$ cat src/rtl/regfile.sv
// ---------------------------------------------------------------------------
// regfile -- MIPS general-purpose register file (writeback sink, ID source)
//
// Ports
//   clk            rising-edge clock for all register updates
//   rst_n          asynchronous active-low reset; clears every register
//   w_reg_en_in    write enable from WB
//   w_reg_addr_in  write address (writes to address 0 are dropped)
//   w_reg_data_in  write data
//   r1_en_in       read port 1 enable
//   r1_addr_in     read port 1 address
//   r1_data_out    read port 1 data, combinational, with write bypass
//   r2_en_in       read port 2 enable
//   r2_addr_in     read port 2 address
//   r2_data_out    read port 2 data, combinational, with write bypass
//   dbg_addr_in    debug read address
//   dbg_data_out   committed value of dbg_addr_in (never bypassed)
// ---------------------------------------------------------------------------
module regfile #(
    parameter int REG_DATA_WIDTH = 32,
    parameter int REG_ADDR_WIDTH = 5,
    parameter int REG_NUM        = 32
) (
    input  logic                      clk,
    input  logic                      rst_n,
    input  logic                      w_reg_en_in,
    input  logic [REG_ADDR_WIDTH-1:0] w_reg_addr_in,
    input  logic [REG_DATA_WIDTH-1:0] w_reg_data_in,
    input  logic                      r1_en_in,
    input  logic [REG_ADDR_WIDTH-1:0] r1_addr_in,
    output logic [REG_DATA_WIDTH-1:0] r1_data_out,
    input  logic                      r2_en_in,
    input  logic [REG_ADDR_WIDTH-1:0] r2_addr_in,
    output logic [REG_DATA_WIDTH-1:0] r2_data_out,
    input  logic [REG_ADDR_WIDTH-1:0] dbg_addr_in,
    output logic [REG_DATA_WIDTH-1:0] dbg_data_out
);

    logic [REG_DATA_WIDTH-1:0] regs_q [REG_NUM];
    logic [REG_DATA_WIDTH-1:0] regs_d [REG_NUM];

    // Qualified write: address 0 is hardwired to zero, so it is never stored.
    logic w_valid;
    assign w_valid = w_reg_en_in && (w_reg_addr_in != '0);

    always_comb begin
        regs_d = regs_q;
        if (w_valid) begin
            regs_d[w_reg_addr_in] = w_reg_data_in;
        end
    end

    always_ff @(posedge clk or negedge rst_n) begin
        if (!rst_n) begin
            regs_q <= '{default: '0};
        end else begin
            regs_q <= regs_d;
        end
    end

    // Read priority: reset, disabled port, r0, same-cycle write bypass, array.
    // The bypass only fires for nonzero addresses because r0 is resolved first.
    function automatic logic [REG_DATA_WIDTH-1:0] read_port(
        input logic                      en,
        input logic [REG_ADDR_WIDTH-1:0] addr
    );
        logic [REG_DATA_WIDTH-1:0] val;
        val = '0;
        if (!rst_n || !en || (addr == '0)) begin
            val = '0;
        end else if (w_reg_en_in && (w_reg_addr_in == addr)) begin
            val = w_reg_data_in;
        end else begin
            val = regs_q[addr];
        end
        return val;
    endfunction

    always_comb begin
        r1_data_out = read_port(r1_en_in, r1_addr_in);
    end

    always_comb begin
        r2_data_out = read_port(r2_en_in, r2_addr_in);
    end

    // Debug view shows committed state only; r0 is always zero in the array.
    always_comb begin
        dbg_data_out = '0;
        if (rst_n) begin
            dbg_data_out = regs_q[dbg_addr_in];
        end
    end

endmodule

$ cat config.mk
export PLATFORM = sky130hd
export DESIGN_NAME = regfile
export DESIGN_NICKNAME = d
export VERILOG_FILES = /design/src/rtl/regfile.sv
export SDC_FILE = /design/constraint.sdc
export NUM_CORES = 2
export LEC_CHECK = 0
export CORE_MARGIN = 2
export CORE_UTILIZATION = 65
export CTS_BUF_LIST = sky130_fd_sc_hd__clkbuf_4
export DETAILED_ROUTE_END_ITERATION = 7
export HOLD_SLACK_MARGIN = 0.02
export PLACE_DENSITY = 0.81
export SETUP_SLACK_MARGIN = 0.4
export SYNTH_ARGS = -nofsm -noshare
export SYNTH_HDL_FRONTEND = slang
export SYNTH_SLANG_ARGS = --single-unit
export TNS_END_PERCENT = 30
$ cat constraint.sdc
create_clock -name clk -period 4.4 [get_ports clk]
set_clock_uncertainty 0.15 [all_clocks]
set_input_delay 0.88 -clock clk [delete_from_list [all_inputs] [get_ports clk]]
set_output_delay 0.88 -clock clk [all_outputs]
set_load 0.01 [all_outputs]
Word level (Yosys, flattened, before mapping)

Index checks and enable logic that the tools add are counted.

Register bits: 1024

Mux-type cells: 17
Equal/unequal tests: 2
Order comparisons: 5
Reduce and logical (&&, ||, !) cells: 14
Bitwise gates (word level): 4

Operators by type and width:

| kind                 | number |
|---|---|
| $bwmux W1024         | 1 |
| $bmux W32 S5         | 3 |
| $mux W32             | 12 |
| $demux W32 S5        | 1 |
| $ge A6 B6 Y1 const B | 4 |
| $not A5 Y6           | 4 |
| $eq A5 B5 Y1         | 2 |
| $logic_not A5 Y1     | 2 |
| $lt A6 B1 Y1 const B | 1 |
| $reduce_bool A5 Y1   | 1 |
| $logic_and A1 B1 Y1  | 4 |
| $logic_or A1 B1 Y1   | 4 |
| $logic_not A1 Y1     | 3 |

Logic depth before layout (Yosys ltp)

Depth in word-level cells: 6
Gate-level depth with buffers: 9
Gate-level depth less buffers: 5

Worst setup path before layout

OpenSTA, ideal clock, no wires.

Path type: input to output
Start: in r2_addr_in[0]
End: out r2_data_out[29]
Cell stages on the path: 7
Data required time: 3.370 ns
Slack: 0.731 ns
Arrival: 2.639 ns
Cell sequence: buf_2 buf_2 buf_2 mux4_2 mux2i_1 o211ai_1 a32o_1

Longest elaborated chain between the ends: 6

RTL lines:

| item                                         | line | source |
|---|---|---|
| start, declared                              | 33   | `input logic [REG_ADDR_WIDTH-1:0] r2_addr_in,` |
| $not A5 Y6 (not written as such)             | 74   | `val = regs_q[addr];` |
| $bmux W32 S5                                 | 74   |  |
| $mux W32 (not written as such) (2 in series) | 74   |  |
| $mux W32                                     | 71   | `end else if (w_reg_en_in && (w_reg_addr_in == addr)) begin` |
| $mux W32 *                                   | 69   | `if (!rst_n \|\| !en \|\| (addr == '0)) begin` |
| end, declared                                | 34   | `output logic [REG_DATA_WIDTH-1:0] r2_data_out,` |

Every way passes the cells marked *; elsewhere a longest branch is shown, timed or not. The select of a mux whose other input is x is not followed.

Worst setup path in the final report

Start: reg regs_q[662] in the netlist's numbering
End: out r1_data_out[22]

Longest elaborated chain between the ends: 5

RTL lines:

| item                                         | line | source |
|---|---|---|
| start, declared                              | 39   | `logic [REG_DATA_WIDTH-1:0] regs_q [REG_NUM];` |
| start signal, assigned                       | 57   | `regs_q <= regs_d;` |
| $bmux W32 S5                                 | 74   |  |
| $mux W32 (not written as such) (2 in series) | 74   |  |
| $mux W32                                     | 71   |  |
| $mux W32                                     | 69   |  |
| end, declared                                | 31   | `output logic [REG_DATA_WIDTH-1:0] r1_data_out,` |

No other way between the ends. The select of a mux whose other input is x is not followed.

==> metrics.md <==
| Metric | Value |
|---|---|
| Run status | completed |
| Lkg Pwr | 33.2 nW |
| Max Fanout on Critical Path | 4 |
| WL final | 236000 um |
| CP Launch Type | flop |
| CTS tree | yes |
| Final critical-path share of the clock period | 0.998 |
| Hold Path Class | input pin to async pin |
| CTS Sinks | ~1000 |
| Post-synth EDFFs | 0 |
| DIE HEIGHT | approximately 320 um |
| Clock Latency Late Sink | 1190 ps |
| Post-Synthesis Mean Instance Area | 14.0 sq um |
| Residual DRC | 0 |
| Largest net degree at the start of global routing | 94 |
| Fin util | 0.770 |
| Max reg flops | 1024 |
| CTS root buffer | clkbuf_4 |
| Setup_tns | 0 ps |
| Max-cap violations | 0 |
| Drt wl/cell | approximately 36 um |
| Sequential-to-total area share from yosys stat | 0.403 |
| Cell area after layout | 74500 sq um |
| Syn Nets | 4604 |
| Rows | around 110 |
| Final Hold Vio Count | 0 |
| Global-route congestion overflow total | 0 |
| Syn-to-layout area delta | 17.3% |
| Cell Area, Synth | 63600 sq um |
| Crit path kind | flop to output pin |
| Via count of the first global-routing pass | 50301 |
| Biggest regs | regs_q x1024 |
| Most used DFF post-synth | dfrtp_1 |
| Relative slew slack | 0.323 |
| First-pass GRT wire length | 338000 um |
| Num CTS Buffers | 296 |
| Die X | between 300 and 400 um |
| Top reg by flops | regs_q |
| Slew Viols, Final | 0 |
| Fmax | 228 MHz |
| Drt initial violations | about 8300 |
| Vias per cell | 7.79 |
| Starting density of the core | 0.656 |
| First-pass DRT Iterations | 8 |
| Power Total | 30.0 mW |
| Post-placement cell area | 69600 sq um |
| Mapped Cells | 4547 |
| Slew @ Worst Pin | just over 1000 ps |
| Port Buf Inserts | about 150 |
| Clock tree buffer depth | 4 |
| # nets final | 5106 |
| Share of cells above drive strength 1 | 0.539 |
| Gpl congestion | 0.995 |
| Core area | 96900 sq um |
| # IOs | 153 |
| Die area | between 100000 and 150000 sq um |
| Crit path required time | 3370 ps |
| VDD IR max | 0.283 mV |
| Synth warn | 0 |
| H-tree Lvls | 5 |
| GRT Overall Usage | 0.471 |
| Clock slew at reported path FFs | approximately 70 ps |
| Total number of vias | 50818 |
| Count of final setup violators | 0 |
| Routed Antenna Nets | 0 |
| Power Dens Cells | 403 nW/um^2 |
| FFs w/ async S/R, synth | 1.00 |
| Synthesized flop and latch total | 1024 |
| Detailed placement HPWL | roughly 150000 um |
| Reg2Reg Depth | 4 |
| CP arrival | between 3000 and 4000 ps |
| Crit path capture type | output pin |
| Netlist cell types | 41 |
| Fillers | 5489 |
| Tmin final | 4390 ps |
| RSZ-0062 raised after global routing | yes |
| Antenna violations before repair | 15 |
==> where the power goes <==
| part | switching [mW] | internal (mW) | total, mW |
|---|---|---|---|
| Clock | 4.30 | 4.45 | 8.75 |
| Sequential | 1.83 | 11.2 | 13.0 |
| Combinational | 3.44 | 4.79 | 8.23 |
| Total | 9.57 | 20.4 | 30.0 |
==> layout make-up <==
| type | count | area, sq um | area share |
|---|---|---|---|
| Multi-Input combinational cell | 2979 | 36400 | 0.488 |
| Timing Repair Buffer | 748 | 7470 | 0.100 |
| Antenna cell | 10 | 25.0 | 0.000336 |
| Sequential cell | 1024 | 25600 | 0.344 |
| Clock buffer | 424 | 3180 | 0.0427 |
| Clock inverter | 59 | 259 | 0.00347 |
| Tap cell | 1276 | 1600 | 0.0214 |
==> stage by stage <==
step,setup WS (ps),instances,hold WS (ps)
after detailed placement,-841,5913,257
after global placement,-762,5913,248
after CTS,114,6470,103
final,8.08,6520,198
after floorplan,731,4547,308
after global routing,44.6,6513,182
==> metal layers <==
layer	wire length, um	vias up	GRT usage
met5	299	-	0.00663
li1	-	19116	-
met1	77700	25588	0.590
met4	21000	14	0.348
met3	37900	1383	0.211
met2	99100	4717	0.648
==> Yosys cell counts, types with 19 or more instances <==
cell | count | area (sq um)
buf_4 | 25 | 188
nor2b_1 | 50 | 313
o211ai_1 | 51 | 383
a211oi_1 | 43 | 323
buf_6 | 19 | 214
mux2_2 | 984 | 11100
nor2_1 | 84 | 315
buf_2 | 135 | 676
nand2b_1 | 66 | 413
buf_1 | 72 | 270
nand2_1 | 36 | 135
o22ai_1 | 51 | 319
a21oi_1 | 104 | 521
clkbuf_1 | 291 | 1090
a22oi_1 | 202 | 1520
a32o_1 | 51 | 510
mux2i_1 | 498 | 4980
mux4_2 | 598 | 13500
dfrtp_1 | 1024 | 25600
o211a_1 | 32 | 320
nand3_1 | 53 | 265
==> path summary, 6_finish.rpt <==
path,slack (ps),from,to
min in group clk,220,w_reg_data_in[11],regs_q[619]
worst min-delay path,200,rst_n,regs_q[282]
worst max register to register,3140,regs_q[896],regs_q[896]
worst max-delay path,8,regs_q[662],r1_data_out[22]
worst min register to register,270,regs_q[1016],regs_q[1016]
max in group asynchronous,1650,rst_n,regs_q[433]
==> worst max-delay path, stage by stage (launching register included) <==
cell and delay (ps):
dfrtp_1 400, mux2i_1 120, a22oi_2 340, a21oi_1 170, o41ai_4 800, buf_4 240, buf_6 100
==> timing repair <==
action,4_1_cts,5_1_grt
resized for setup,273,120
setup endpoints to repair,96,93
cloned,0,1
setup buffers,66,39
pin swaps,73,18
hold buffers,8,0
hold endpoints to repair,333,0
==> placed cells by master (no fill, tap or decap), types with 39 or more instances in the layout <==
master,instances
buf_4,466
mux2_2,984
o22ai_1,51
nand3_1,39
a32o_1,45
nor2_1,63
dfrtp_1,1024
mux4_2,598
clkinv_1,45
a22oi_1,201
mux2i_1,488
a21oi_1,102
o211ai_1,51
nor2b_1,43
clkbuf_4,424
nand2b_1,52
buf_12,117
dlygate4sd2_1,49
==> cells by family (layout without fill, tap and decap cells) <==
kind of cell    after synthesis  count (layout)  synth area share
buf+inv                     544            1231            0.0385
simple gates                323             323            0.0264
compound gates              558             558            0.0644
flops                      1024            1024             0.403
xor+xnor                     10              10           0.00138
other cells                   0              10                 0
mux                        2088            2088             0.466
(Power assumes the default switching activity.)
